$ cat src/rtl/m_pte_port_pkg.sv
// Shared types and constants for the page-table-walker PTE memory port.
// The V-bit mask is common with the MMU walker's PTE decode.
package m_pte_port_pkg;

  typedef enum logic [1:0] {
    PTP_IDLE   = 2'd0,
    PTP_REQ    = 2'd1,
    PTP_RDWAIT = 2'd2
  } ptp_state_e;

  localparam int          PTE_TAG_W    = 30;
  localparam logic [31:0] PTE_V_MASK   = 32'h0000_0001;
  localparam logic [31:0] PTE_OFS_MASK = 32'h0000_0003;

  // PTEs are word aligned; the low address bits carry no information.
  function automatic logic [31:0] pte_align(input logic [31:0] addr);
    return addr & ~PTE_OFS_MASK;
  endfunction

endpackage

$ cat src/rtl/m_pte_buf.sv
// One-entry PTE buffer: tag/data/valid with combinational lookup,
// fill on read completion, data update on write-back, and flush.
module m_pte_buf
  import m_pte_port_pkg::*;
(
  input  logic                 CLK,
  input  logic                 RST,
  input  logic [PTE_TAG_W-1:0] lookup_tag,
  output logic                 lookup_hit,
  output logic [31:0]          lookup_data,
  input  logic                 fill_en,
  input  logic [PTE_TAG_W-1:0] fill_tag,
  input  logic [31:0]          fill_data,
  input  logic                 upd_en,
  input  logic [PTE_TAG_W-1:0] upd_tag,
  input  logic [31:0]          upd_data,
  input  logic                 flush
);

  logic                 valid_reg;
  logic [PTE_TAG_W-1:0] tag_reg;
  logic [31:0]          data_reg;

  // Flush beats a same-cycle fill so a stale PTE never survives sfence.vma.
  always_ff @(posedge CLK) begin
    if (RST) begin
      valid_reg <= 1'b0;
      tag_reg   <= '0;
      data_reg  <= '0;
    end else begin
      if (flush) begin
        valid_reg <= 1'b0;
      end else if (fill_en) begin
        valid_reg <= 1'b1;
      end
      if (fill_en && !flush) begin
        tag_reg  <= fill_tag;
        data_reg <= fill_data;
      end else if (upd_en && valid_reg && (tag_reg == upd_tag)) begin
        data_reg <= upd_data;
      end
    end
  end

  assign lookup_hit  = valid_reg && (tag_reg == lookup_tag);
  assign lookup_data = data_reg;

endmodule

$ cat src/rtl/m_pte_port.sv
// PTE read/write-back responder for the MMU walker: single-entry PTE buffer
// in front of a DRAM req/gnt/rvalid port, with a timeout that forces an error.
module m_pte_port
  import m_pte_port_pkg::*;
#(
  parameter int TIMEOUT = 1023,
  parameter bit BUF_EN  = 1'b1
) (
  input  logic        CLK,
  input  logic        RST,
  input  logic        i_req,
  input  logic        i_we,
  input  logic [31:0] i_addr,
  input  logic [31:0] i_wdata,
  input  logic        i_flush,
  output logic        o_busy,
  output logic        o_done,
  output logic        o_err,
  output logic [31:0] o_rdata,
  output logic        o_dram_req,
  output logic        o_dram_we,
  output logic [31:0] o_dram_addr,
  output logic [31:0] o_dram_wdata,
  input  logic        i_dram_gnt,
  input  logic        i_dram_rvalid,
  input  logic [31:0] i_dram_rdata
);

  localparam int            CW       = (TIMEOUT > 0) ? $clog2(TIMEOUT + 1) : 1;
  localparam logic [CW-1:0] CNT_LAST = (TIMEOUT > 0) ? CW'(TIMEOUT - 1) : '0;
  localparam logic [CW-1:0] CNT_MAX  = CW'(TIMEOUT);

  ptp_state_e    state_reg, state_next;
  logic [CW-1:0] cnt_reg, cnt_next, cnt_inc;
  logic          we_reg, we_next;
  logic [31:0]   addr_reg, addr_next;
  logic [31:0]   wdata_reg, wdata_next;
  logic [31:0]   rdata_reg, rdata_next;
  logic          done_reg, done_next;
  logic          err_reg, err_next;
  logic          timeout_hit;
  logic          buf_hit;
  logic [31:0]   buf_data;
  logic          fill_en;
  logic          upd_en;

  generate
    if (BUF_EN) begin : g_buf
      m_pte_buf u_buf (
        .CLK         (CLK),
        .RST         (RST),
        .lookup_tag  (i_addr[31:2]),
        .lookup_hit  (buf_hit),
        .lookup_data (buf_data),
        .fill_en     (fill_en),
        .fill_tag    (addr_reg[31:2]),
        .fill_data   (i_dram_rdata),
        .upd_en      (upd_en),
        .upd_tag     (addr_reg[31:2]),
        .upd_data    (wdata_reg),
        .flush       (i_flush)
      );
    end else begin : g_nobuf
      assign buf_hit  = 1'b0;
      assign buf_data = '0;
    end
  endgenerate

  assign cnt_inc     = (cnt_reg == CNT_MAX) ? cnt_reg : cnt_reg + 1'b1;
  assign timeout_hit = (TIMEOUT != 0) && (cnt_reg == CNT_LAST);

  always_comb begin
    state_next = state_reg;
    cnt_next   = cnt_reg;
    we_next    = we_reg;
    addr_next  = addr_reg;
    wdata_next = wdata_reg;
    rdata_next = rdata_reg;
    done_next  = 1'b0;
    err_next   = 1'b0;
    fill_en    = 1'b0;
    upd_en     = 1'b0;
    case (state_reg)
      PTP_IDLE: begin
        if (i_req) begin
          if (!i_we && buf_hit && !i_flush) begin
            rdata_next = buf_data;
            done_next  = 1'b1;
          end else begin
            we_next    = i_we;
            addr_next  = pte_align(i_addr);
            wdata_next = i_wdata;
            cnt_next   = '0;
            state_next = PTP_REQ;
          end
        end
      end
      PTP_REQ: begin
        // A real completion takes precedence over a timeout in the same cycle.
        if (i_dram_gnt && we_reg) begin
          done_next  = 1'b1;
          upd_en     = 1'b1;
          state_next = PTP_IDLE;
        end else if (i_dram_gnt && i_dram_rvalid) begin
          rdata_next = i_dram_rdata;
          done_next  = 1'b1;
          fill_en    = 1'b1;
          state_next = PTP_IDLE;
        end else if (timeout_hit) begin
          rdata_next = '0;
          done_next  = 1'b1;
          err_next   = 1'b1;
          state_next = PTP_IDLE;
        end else begin
          cnt_next = cnt_inc;
          if (i_dram_gnt) begin
            state_next = PTP_RDWAIT;
          end
        end
      end
      PTP_RDWAIT: begin
        if (i_dram_rvalid) begin
          rdata_next = i_dram_rdata;
          done_next  = 1'b1;
          fill_en    = 1'b1;
          state_next = PTP_IDLE;
        end else if (timeout_hit) begin
          rdata_next = '0;
          done_next  = 1'b1;
          err_next   = 1'b1;
          state_next = PTP_IDLE;
        end else begin
          cnt_next = cnt_inc;
        end
      end
      default: state_next = PTP_IDLE;
    endcase
  end

  always_ff @(posedge CLK) begin
    if (RST) begin
      state_reg <= PTP_IDLE;
      cnt_reg   <= '0;
      we_reg    <= 1'b0;
      addr_reg  <= '0;
      wdata_reg <= '0;
      rdata_reg <= '0;
      done_reg  <= 1'b0;
      err_reg   <= 1'b0;
    end else begin
      state_reg <= state_next;
      cnt_reg   <= cnt_next;
      we_reg    <= we_next;
      addr_reg  <= addr_next;
      wdata_reg <= wdata_next;
      rdata_reg <= rdata_next;
      done_reg  <= done_next;
      err_reg   <= err_next;
    end
  end

  assign o_busy       = (state_reg != PTP_IDLE);
  assign o_done       = done_reg;
  assign o_err        = err_reg;
  assign o_rdata      = rdata_reg;
  assign o_dram_req   = (state_reg == PTP_REQ);
  assign o_dram_we    = we_reg;
  assign o_dram_addr  = addr_reg;
  assign o_dram_wdata = wdata_reg;

endmodule
$ cat config.mk
export PLATFORM = sky130hd
export DESIGN_NAME = m_pte_port
export DESIGN_NICKNAME = d
export VERILOG_FILES = /design/src/rtl/m_pte_port_pkg.sv /design/src/rtl/m_pte_buf.sv /design/src/rtl/m_pte_port.sv
export SDC_FILE = /design/constraint.sdc
export NUM_CORES = 1
export LEC_CHECK = 0
export ABC_AREA = 1
export BUFFER_PORTS_ARGS = -buffer_cell sky130_fd_sc_hd__buf_2
export CAP_MARGIN = 5
export CORE_MARGIN = 10
export CORE_UTILIZATION = 40
export DETAILED_ROUTE_END_ITERATION = 12
export PLACE_DENSITY = 0.67
export SETUP_SLACK_MARGIN = 0.3
export SYNTH_ARGS = -nofsm -noshare
export SYNTH_HDL_FRONTEND = slang
export SYNTH_SLANG_ARGS = --single-unit
$ cat constraint.sdc
create_clock -name CLK -period 2.4 [get_ports CLK]
set_input_delay 0.36 -clock CLK [delete_from_list [all_inputs] [get_ports CLK]]
set_output_delay 0.36 -clock CLK [all_outputs]
set_load 0.02 [all_outputs]
Word level (Yosys, flattened, before mapping). Index checks and enable logic that the tools add are counted.

Flip-flop bits (word level): 172. Input bits: 103. Output and inout bits: 101. Word-level logic and storage cells: 89.

Add/sub/neg operators: 1. Equality and inequality tests: 14. Multiplexer cells: 43. Bitwise operators: 1. Reduce and logical (&&, ||, !) cells: 19.

Operator list (count): $mux W32 (8); $pmux W32 S3 (1); $mux W10 (7); $eq A30 B30 Y1 (2); $pmux W10 S3 (1); $eq A10 B10 Y1 const B (2); $mux W2 (8); $mux W1 (14); $ne A2 B2 Y1 const B (6); $add A10 B1 Y10 const B (1); $logic_and A1 B1 Y1 (8); $reduce_and A4 Y1 (2); $pmux W2 S3 (1); $reduce_and A6 Y1 (1); $ne A5 B1 Y1 const B (1); $pmux W1 S2 (2); $reduce_bool A2 Y1 (2); $ne A3 B3 Y1 const B (1); $pmux W1 S3 (1); $reduce_and A3 Y1 (1); $reduce_bool A3 Y1 (1); $eq A2 B1 Y1 const B (1); $eq A2 B2 Y1 const B (1); $logic_not A1 Y1 (2); other kinds (3) (3).

Longest topological paths before layout. Gate-level depths: netlist of the first run.

Depth after elaboration: 7. Gate-level depth with buffers: 14. Mapped depth without buffers: 13.

By module. A second synthesis of the first run with hierarchy kept.

Cells, all modules: 1413. Area, all modules: 9101.2 µm².

By module, submodules not included: m_pte_port (instances 1, cells an instance 758, area an instance 5195.0 µm², seq. area each 2182.1 µm²); m_pte_buf (instances 1, cells an instance 655, area an instance 3906.2 µm², seq. area each 1261.2 µm²).

Worst setup path before layout of the first run. No wires, ideal clock.

Kind: reg2reg. Start point: register state_reg[1]. End point: register cnt_reg[3]. Library setup time: 114 ps. Data arrival time: 1832 ps. Setup slack: 454 ps. Cell stages (with the launch flop): 11. Clock period less this slack: 1946 ps. Path through: dfxtp_1 > inv_1 > ha_1 > inv_2 > o21ai_1 > or2_1 > nor2_4 > nand3_2 > buf_4 > a21oi_1 > nor2_1.

Longest elaborated chain between the ends: 3. Elaborated cells between the ends (all ways): 11.

RTL lines: start, declared (RTL line m_pte_port.sv:33) `ptp_state_e state_reg, state_next;`; start signal, assigned (RTL line m_pte_port.sv:151) `state_reg <= state_next;`; $eq A2 B1 Y1 *; net o_dram_req (RTL line m_pte_port.sv:20) `output logic o_dram_req,`; $ne A2 B2 Y1 (no source line) or $reduce_bool A3 Y1 (tied branches); $reduce_and A6 Y1 (no source line); end signal, assigned (RTL line m_pte_port.sv:152) `cnt_reg <= cnt_next;`; end, declared (RTL line m_pte_port.sv:34) `logic [CW-1:0] cnt_reg, cnt_next, cnt_inc;`.

The timed path passes the listed nets; every way through them passes the cells marked *. A chain may end at the register's enable or synchronous reset.

Worst setup path after layout of the first run.
Start point: register state_reg[0]. End point: register g_buf.u_buf.data_reg[31], in the netlist g_buf.u_buf.lookup_data[31].

Longest elaborated chain between the ends: 5. Elaborated cells between the ends (all ways): 9.

RTL lines: $eq A2 B1 Y1 (RTL line m_pte_port.sv:83) `case (state_reg)`; $mux W1 (RTL line m_pte_port.sv:83); $logic_and A1 B1 Y1 (2 in a row) (RTL line m_pte_buf.sv:39) `end else if (upd_en && valid_reg && (tag_reg == upd_tag)) begin`; $reduce_bool A2 Y1 (no source line); end signal, assigned (RTL line m_pte_buf.sv:38) `data_reg <= fill_data;`; end signal, assigned (RTL line m_pte_buf.sv:40) `data_reg <= upd_data;`; end, declared (RTL line m_pte_buf.sv:22) `logic [31:0] data_reg;`.

Several ways; a longest one is shown, not always the timed one.

==> results.yml, run 1 <==
grt:
  grt_overflow: 0
  grtUsageTotal_pct: 19.4
  first_global_vias: 8626
  grt_pass1_wl_mm: 45.4
  grt_max_degree: 64
  antenna_found_initial: 2
pwr:
  powerDensity_mw_per_mm2: 862
  leakagePower_uw: 0.00522
  clock_power_share_pct: 29.1
  ir_drop_v: 0.000483
  p_int_uw: 5660
  sw_frac_of_total_pct: 39.3
  p_switching_uw: 3670
  finalPower_uw: 9330
  seq_power_share_pct: 37.1
  p_comb_share_pct: 33.7
die:
  rows: 54
  fp.dieW_microns: 169
  die_area_sq_mm: 0.0284
  core-area_sq_mm: 0.0218
  start_util_pct: 40.6
  io_pins: 204
  die_h_microns: 169
sta:
  setup_viol: 0
  clock.fmax_ghz: 0.498
  drv_slew: 0
  hold_violations: 0
  layout_min_cycle_time_ns: 2.01
  finalSetupTns_ns: 0
  fin_skew_ns: 0.0115
  period_share_pct: 83.6
  rsz0062_at_grt: "true"
route:
  wire_per_inst_microns: 15.6
  drt_first_iter_violations: 787
  dr.pass1.iters: 5
  vias: 9170
  wl_mm: 28.6
  drc: 0
  viasPerCell: 4.98
  ant_nets: 0
clock_tree:
  cts_buffer_depth: 2
  clk_pin_slew_ns: 0.08
  cts.sinks: 172
  cts_buffers: 17
  htree_levels: 4
  clk_latency_ns: 0.44
  cts_root_buffer: "clkbuf_16"
  cts_tree: "done"
outcome:
  outcome: "finished, final reports clean"
place:
  place_inst: 1801
  placed_cell_area_sq_mm: 0.0101
  io_buffers: 199
  routabilityCongestion: 0.844
  dp_hpwl_mm: 19.0
min_path:
  min_path_type: "input pin to flop"
  min_from: "i_wdata[14]"
  holdPathStages: 3
  hold_end: "o_dram_wdata[14]$_SDFFE_PP0P_"
setup_path:
  reg2reg_from: "state_reg[0]$_SDFFE_PP0P_"
  rrSetupSlack_ns: 0.39
  crit_required_ns: 2.74
  startpoint_type: "flop"
  arrival_ns: 2.35
  worstSetupPathType: "flop to flop"
  r2r_end: "g_buf.u_buf.lookup_data[31]$_SDFFE_PP0P_"
  reg2reg_depth: 10
  crit_fanout: 63
  cp-end-kind: "flop"
cells_and_area:
  design_area_sq_mm: 0.0108
  num-fill-cells: 2224
  final_nets: 1655
  final_util_pct: 49.8
  drive_gt1_share_pct: 18.5
  area_delta_synth_final_pct: 22.6
  final_cells: 1840
yosys:
  synthesis.area_sq_mm: 0.00883
  synth-seq-cells: 172
  synth_top_area_share_pct: 39.0
  synthCells: 1383
  synth_ff_type: "dfxtp_1"
  synth_common_cells: "nand2_1 (394), nor2_1 (271), dfxtp_1 (172)"
  synth_cell_types: 36
  synth_edf_count: 0
  synth.most_common_cell: "nand2_1"
  synth_top_area_cell: "dfxtp_1"
  yosys-top-cells-area: "dfxtp_1 (39%), nand2_1 (17%), nor2_1 (12%), a21oi_1 (4.4%), inv_1 (4.3%)"
  postSynthAreaPerCell_sq_um: 6.38
  yosys_warnings: 0
  synth_async_sr_flop_share_pct: 0
  yosysSeqAreaShare_pct: 39.0
job:
  maxCapViolations: 0
-- worst max-delay path by stage --
stage	endpoint	depth (start not counted)	slack, ns	from
4_1_cts	g_buf.u_buf.lookup_data[6]$_SDFFE_PP0P_	14	0.32	state_reg[1]$_SDFFE_PP0P_
3_3_place_gp	g_buf.u_buf.lookup_data[1]$_SDFFE_PP0P_	14	0.34	state_reg[1]$_SDFFE_PP0P_
3_5_place_dp	g_buf.u_buf.lookup_data[28]$_SDFFE_PP0P_	14	0.27	state_reg[1]$_SDFFE_PP0P_
6_report	g_buf.u_buf.lookup_data[31]$_SDFFE_PP0P_	10	0.39	state_reg[0]$_SDFFE_PP0P_
5_1_grt	g_buf.u_buf.lookup_data[31]$_SDFFE_PP0P_	10	0.25	state_reg[0]$_SDFFE_PP0P_
2_1_floorplan	cnt_reg[3]$_SDFFE_PP0P_	10	0.45	state_reg[1]$_SDFFE_PP0P_
-- power groups by stage --
stage / logic, uW / registers (uW) / clock network [uW]
6_report: 3150 / 3470 / 2720
5_1_grt: 3530 / 3510 / 2880
4_1_cts: 3130 / 3460 / 2760
3_5_place_dp: 3090 / 3530 / 0
3_3_place_gp: 3070 / 3510 / 0
2_1_floorplan: 1810 / 3830 / 0
-- through the flow --
stage | hold WS, ns | setup slack [ns]
2_1_floorplan | 0.450 | 0.454
3_3_place_gp | 0.456 | 0.337
3_5_place_dp | 0.465 | 0.272
4_1_cts | 0.128 | 0.317
5_1_grt | 0.145 | 0.247
6_report | 0.141 | 0.392
-- worst max-delay path: stages, from the launching register on --
cell and delay (ns):
dfxtp_2 0.38, inv_1 0.08, ha_1 0.23, nand2_1 0.14, nand3_1 0.14, nand4_4 0.19
buf_16 0.27, mux2i_1 0.25, nand2_1 0.09, nand2_1 0.06, nor2_1 0.04
-- cells by family (layout without fill, tap and decap cells) --
group                      count (synthesis)  in the layout  share of synthesized area, %
muxes                                      1              1                         0.113
buffers and inverters                    190            365                          9.21
xor gates and xnor gates                  29             29                          2.88
AOI/OAI and AO/OA                        192            192                          11.3
adders and majority gates                  6              6                         0.850
and+or+nand+nor                          792            792                          36.6
DFF                                      172            172                          39.0
other                                      1              3                        0.0425
-- area by class of cell --
class / count / area (sq um) / share of cell area, %
Multi-Input combinational cell: 1022 / 4640 / 42.9
Sequential cell: 172 / 3450 / 31.8
Timing Repair Buffer: 225 / 1420 / 13.1
Clock buffer: 18 / 429 / 3.96
Inverter: 108 / 408 / 3.77
Tap cell: 280 / 350 / 3.24
Clock inverter: 14 / 133 / 1.23
Antenna cell: 1 / 2.50 / 0.0231
-- layout by cell type, fill, tap and decap left out, drive strengths merged, types with 12 or more instances in the layout --
cell type,count
a21oi,78
buf,224
clkbuf,19
dfxtp,172
inv,115
nand2,398
nand3,78
nand4,26
nor2,275
nor3,12
o21ai,97
o22ai,14
xnor2,24
-- metal layers --
metal | wire, microns | vias up | track usage [%]
met5 | 13 | - | 0
met4 | 448 | 2 | 5.68
met3 | 2500 | 30 | 6.25
met2 | 13200 | 321 | 32.0
met1 | 12500 | 4124 | 23.7
li1 | - | 4693 | -
-- what timing repair did --
action                     in CTS  in global routing
setup buffers                   1                  2
setup endpoints to repair      32                 53
pin swaps                       1                  1
resized for setup               4                 12
cloned                          2                  1
hold buffers                    0                  0
Power figures use the tool's default switching activity.
==> run 2: changes to the inputs <==
clock period = 1.9 ns   (was 2.4 ns; I/O delays follow)
==> run 2 against run 1 <==
Effect of this change:
- routed wire length up 14%
- global-route usage up 1.1 points
- via count up 7.3%
- clock skew up 0.0022 ns
- critical path depth up 4
- largest cell class unchanged
- die area unchanged
- sequential share of layout area down 4.3 points
- power up 44%
- maximum frequency up 6.1%
- sequential cell count unchanged
- cell count up 4.3%
==> results.yml, run 2 (synthesis gave the netlist of run 1 again) <==
outcome:
  outcome: "finished, final reports clean"
cells_and_area:
  num-fill-cells: 2009
  final_util_pct: 57.9
  drive_gt1_share_pct: 30.3
  layout_commonest_cell: "nand2_1"
  area_delta_synth_final_pct: 42.7
  final_cell_mix: "nand2_1 (371), nor2_1 (248), buf_2 (197)"
  final_nets: 1734
  final_cells: 1919
sta:
  setup_viol: 0
  fin_skew_ns: 0.0137
  layout_min_cycle_time_ns: 1.89
  drv_slew: 0
  setup_ws_ns: 0.00778
  period_share_pct: 99.6
  hold_violations: 0
  clock.fmax_ghz: 0.528
  holdWs_ns: 0.0612
  rsz0062_at_grt: "true"
clock_tree:
  clk_pin_slew_ns: 0.07
  cts_tree: "done"
  cts_buffers: 17
  cts.sinks: 172
  clk_latency_ns: 0.44
  cts_buffer_depth: 2
  cts_root_buffer: "clkbuf_16"
  htree_levels: 4
setup_path:
  crit_fanout: 9
  crit_required_ns: 2.23
  crit_buf_inv: 3
  startpoint_type: "flop"
  reg2reg_from: "state_reg[1]$_SDFFE_PP0P_"
  arrival_ns: 2.22
  r2r_end: "g_buf.u_buf.lookup_data[27]$_SDFFE_PP0P_"
  worst_path_largest_cell_delay_ns: 0.36
  crit_top_cell: "nand2_1"
  slowest_stage: "dfxtp_4"
  cp_cell_sequence: "inv_4 -> ha_4 -> inv_4 -> nor2_4 -> nand3_2 -> nor3_2 -> nand2_1 -> nor2_1 -> nand2_2 -> nand2_8 -> clkbuf_16 -> nand2_1 -> nand2_1 -> nor2_1"
  crit_path_end: "g_buf.u_buf.lookup_data[27]$_SDFFE_PP0P_"
  critical-path-top-delay-family: "simple AND/OR/NAND/NOR gates"
  crit_path_start: "state_reg[1]$_SDFFE_PP0P_"
  cp-end-kind: "flop"
  reg2reg_depth: 14
  rrSetupSlack_ns: 0.008
  worstSetupPathType: "flop to flop"
  crit_cells: 14
route:
  ant_nets: 0
  wl_mm: 32.6
  viasPerCell: 5.13
  wire_per_inst_microns: 17.0
  vias: 9842
  drt_first_iter_violations: 947
  drc: 0
  dr.pass1.iters: 6
grt:
  grt_pass1_wl_mm: 47.4
  grt_max_degree: 51
  grtUsageTotal_pct: 20.5
  antenna_found_initial: 2
  first_global_vias: 8984
  grt_overflow: 0
place:
  routabilityCongestion: 0.819
  pre_cts_ws_ns: -0.0155
  io_buffers: 199
  dp_hpwl_mm: 20.0
  place_inst: 1828
min_path:
  min_path_type: "input pin to flop"
die:
  fp.dieW_microns: 169
  start_util_pct: 40.6
  die_h_microns: 169
  rows: 54
  die_area_sq_mm: 0.0284
  io_pins: 204
  core-area_sq_mm: 0.0218
pwr:
  leakagePower_uw: 0.00599
  powerDensity_mw_per_mm2: 1070
  ir_drop_v: 0.000671
job:
  maxCapViolations: 0
-- run 2: changes by cell type in the layout (fill, tap and decap cells not counted), moves of 12 or more --
| cell | delta |
|---|---|
| nor2_1 | -21 |
| nand2_2 | +20 |
| dfxtp_2 | +17 |
| buf_6 | +22 |
| o21ai_0 | -17 |
| nor2_2 | +17 |
| nand2_1 | -23 |
| buf_12 | +12 |
| a21oi_1 | -26 |
| o21ai_2 | +17 |
| buf_4 | +21 |
| a21oi_2 | +26 |
| dfxtp_1 | -19 |
-- run 2: metrics by stage --
stage                     cell area, sq um  TNS (ns)  power (uW)
after floorplan                       9070         0        7260
after global placement               10400         0        8490
after detailed placement             10400   -0.0467        8550
after CTS                            11800         0       13000
after global routing                 12600     -9.55       14200
final                                12600         0       13400
-- run 2: timing repair --
action,in CTS,in global routing
cloned,9,17
setup buffers,26,6
hold buffers,0,0
resized for setup,75,129
pin swaps,14,37
endpoints found under the setup margin,170,174
-- run 2: area by class of cell --
class	count	area [sq um]	area share, %
clock inverters	14	210	1.67
clock buffers	17	425	3.38
inverters	108	428	3.40
repair inverters	1	6.26	0.0497
flip-flops and latches	172	3470	27.6
diodes	2	5.00	0.0397
well taps	280	350	2.78
multi-input cells	1023	5110	40.6
repair buffers	302	2590	20.6
-- run 2: metal layers --
| layer | global-route usage, % | part of all wire [%] | vias to the layer above |
|---|---|---|---|
| li1 | - | - | 4876 |
| met1 | 24.6 | 41 | 4554 |
| met2 | 34.6 | 48 | 360 |
| met3 | 5.47 | 7.8 | 52 |
| met4 | 7.34 | 2.8 | 0 |
| met5 | 0 | 0 | - |
-- run 2: report_power, final --
part	internal [uW]	total (uW)	switching [uW]
Clock	2240	3880	1650
Sequential	4060	4430	362
Combinational	2070	5120	3050
-- run 2: worst min-delay path by stage --
stage                                                   startpoint                                       end  slack, ns  cells after the start
after floorplan                                         i_addr[11]              o_dram_addr[11]$_SDFFE_PP0P_       0.42                      2
after global placement    g_buf.u_buf.lookup_data[31]$_SDFFE_PP0P_  g_buf.u_buf.lookup_data[31]$_SDFFE_PP0P_       0.45                      2
after detailed placement  g_buf.u_buf.lookup_data[21]$_SDFFE_PP0P_  g_buf.u_buf.lookup_data[21]$_SDFFE_PP0P_       0.47                      2
after CTS                                              i_wdata[15]             o_dram_wdata[15]$_SDFFE_PP0P_       0.05                      3
after global routing                                   i_wdata[11]             o_dram_wdata[11]$_SDFFE_PP0P_       0.06                      3
final                                                  i_wdata[18]             o_dram_wdata[18]$_SDFFE_PP0P_       0.06                      3
-- run 2: worst reg2reg max path, cell delays in order (launching register included) --
cell and delay [ns]:
dfxtp_4 0.36, inv_4 0.06, ha_4 0.14, inv_4 0.05, nor2_4 0.12, nand3_2 0.10
nor3_2 0.15, nand2_1 0.09, nor2_1 0.13, nand2_2 0.10, nand2_8 0.19, clkbuf_16 0.19
nand2_1 0.05, nand2_1 0.05, nor2_1 0.04
==> run 3: changes to the inputs <==
CTS_BUF_LIST = sky130_fd_sc_hd__clkbuf_4   (was unset)
==> run 3 against run 2 <==
Effect of this change:
- the run now ends with setup timing left
- cell area grew 10%
- count of clock-buffer cells in the layout is the same
- first-iteration DRC count shrank 14%
- clock skew increased by 0.011 ns
- sequential share of layout area decreased by 2.5 points
- routed wire length rose by 9.9%
- sequential cell count unchanged
- critical path type unchanged
- critical endpoint is now o_dram_addr[10]$_SDFFE_PP0P_
- highest routed layer unchanged
==> results.yml, run 3 (synthesis gave the netlist of run 1 again) <==
cells_and_area:
  area_delta_synth_final_pct: 57.1
  final_cell_mix: "nand2_1 (329), nor2_1 (221), buf_2 (197)"
  layout_commonest_cell: "nand2_1"
  drive_gt1_share_pct: 36.4
  final_nets: 1821
sta:
  rsz0062_at_grt: "true"
  fin_skew_ns: 0.0246
  period_share_pct: 108
  setup_viol: 91
  setup_ws_ns: -0.157
  clock.fmax_ghz: 0.486
  hold_violations: 0
  layout_min_cycle_time_ns: 2.06
  drv_slew: 0
grt:
  grt_max_degree: 51
  grtUsageMet3_pct: 5.23
  first_global_vias: 9496
  grt_overflow: 0
  grtUsageTotal_pct: 21.4
  antenna_found_initial: 4
  grtUsageMet1_pct: 26.0
  grt_pass1_wl_mm: 49.9
  met2_usage_pct: 36.2
  gr-max-usage-layer: "met2"
min_path:
  holdPathStages: 5
  min_from: "i_dram_rdata[26]"
  min_path_type: "input pin to flop"
  hold_end: "g_buf.u_buf.lookup_data[26]$_SDFFE_PP0P_"
die:
  start_util_pct: 40.6
  io_pins: 204
  die_area_sq_mm: 0.0284
  rows: 54
  core-area_sq_mm: 0.0218
  die_h_microns: 169
  fp.dieW_microns: 169
setup_path:
  r2r_end: "o_dram_addr[10]$_SDFFE_PP0P_"
  crit_top_cell: "nand2_1"
  cp_cell_sequence: "xnor2_1 -> nand2_1 -> nor2_1 -> nand2_1 -> nor2_2 -> nand2_2 -> buf_6 -> nand3_4 -> buf_12 -> buf_12 -> nand2_1 -> a21oi_1"
  crit_fanout: 8
  slowest_stage: "dfxtp_2"
  worstSetupPathType: "flop to flop"
  arrival_ns: 2.57
  cp-end-kind: "flop"
  rrSetupSlack_ns: -0.16
  worst_path_largest_cell_delay_ns: 0.37
  startpoint_type: "flop"
  reg2reg_depth: 12
  reg2reg_from: "g_buf.u_buf.tag_reg[11]$_SDFFE_PP0P_"
  crit_buf_inv: 3
  critical-path-top-delay-family: "simple AND/OR/NAND/NOR gates"
  crit_required_ns: 2.41
route:
  drt_first_iter_violations: 818
  wire_per_inst_microns: 17.8
  viasPerCell: 5.19
  vias: 10400
  dr.pass1.iters: 6
  wl_mm: 35.8
  ant_nets: 0
  drc: 0
place:
  io_buffers: 199
  dp_hpwl_mm: 20.0
  pre_cts_ws_ns: -0.0155
  routabilityCongestion: 0.819
clock_tree:
  cts.sinks: 172
  cts_root_buffer: "clkbuf_4"
  clk_latency_ns: 0.60
  cts_tree: "done"
  htree_levels: 4
  cts_buffer_depth: 2
  clk_pin_slew_ns: 0.16
  cts_buffers: 17
pwr:
  ir_drop_v: 0.000467
  finalPower_uw: 12600
  leakagePower_uw: 0.00645
  powerDensity_mw_per_mm2: 911
outcome:
  failed_checks: "setup timing"
  outcome: "finished with violations"
job:
  maxCapViolations: 0
[run 3: cell types whose count changed in the layout (fill, tap and decap cells not counted), moves of 10 or more]
cell	previous run	this run
nor2_2	20	40
dlygate4sd3_1	0	64
o21ai_2	17	35
nor2_1	248	221
clkbuf_16	28	18
nand2_2	21	43
nand2_4	5	25
nand2_1	371	329
o21ai_1	42	16
clkbuf_4	0	17
[run 3: metal layers]
metal,routed length (microns),up-vias
met2,17400,452
met1,14100,4812
met4,1250,0
met3,3030,100
li1,-,5055
met5,0,-
[run 3: layout make-up]
| type | instances | area, sq um |
|---|---|---|
| Antenna cell | 4 | 10.0 |
| Clock inverter | 14 | 210 |
| Multi-Input combinational cell | 1023 | 5590 |
| Sequential cell | 172 | 3490 |
| Timing Repair Buffer | 389 | 3660 |
| Clock buffer | 17 | 128 |
| Timing Repair inverter | 1 | 11.3 |
| Tap cell | 280 | 350 |
| Inverter | 108 | 428 |
| Fill cell | 1808 | 7880 |
[run 3: worst max path at each step]
stage                                         startpoint                                  endpoint  depth (start not counted)
floorplan                      state_reg[0]$_SDFFE_PP0P_                   cnt_reg[3]$_SDFFE_PP0P_                         10
global placement               state_reg[1]$_SDFFE_PP0P_  g_buf.u_buf.lookup_data[20]$_SDFFE_PP0P_                         12
detailed placement             state_reg[1]$_SDFFE_PP0P_                  o_rdata[25]$_SDFFE_PP0P_                         12
CTS                            state_reg[1]$_SDFFE_PP0P_                   cnt_reg[3]$_SDFFE_PP0P_                         11
global route        g_buf.u_buf.tag_reg[11]$_SDFFE_PP0P_              o_dram_addr[10]$_SDFFE_PP0P_                         12
finish              g_buf.u_buf.tag_reg[11]$_SDFFE_PP0P_              o_dram_addr[10]$_SDFFE_PP0P_                         12
[run 3: power breakdown]
part           leakage (uW)  switching [uW]  internal (uW)  total [uW]
Sequential          0.00142             375           4070        4440
Clock              0.000179            1510           1080        2580
Combinational       0.00485            3300           2320        5620
[run 3: per-stage QoR]
stage | cells | hold slack [ns] | TNS (ns) | utilization (%) | instance area [sq um]
floorplan | 1384 | 0.420 | 0 | - | 9070
global placement | 1828 | 0.448 | 0 | 47.9 | 10400
detailed placement | 1828 | 0.467 | -0.0467 | 47.9 | 10400
CTS | 1973 | 0.00254 | 0 | 57.3 | 12500
global route | 2007 | 0.00524 | -18.24 | 63.8 | 13900
finish | 2008 | 0.0267 | -4.08 | 63.8 | 13900
[run 3: worst min-delay path, delay by kind of cell]
family | cells | cell delay (ns)
compound gates | 1 | 0.06
simple gates | 3 | 0.16
buf+inv | 1 | 0.10
[run 3: what timing repair did]
action / CTS / global route
gates resized for setup: 102 / 251
hold buffers: 64 / 0
cloned: 13 / 20
endpoints found under the setup margin: 170 / 180
buffers inserted: 37 / 11
pin swaps: 27 / 69
endpoints found under the hold margin: 64 / 0
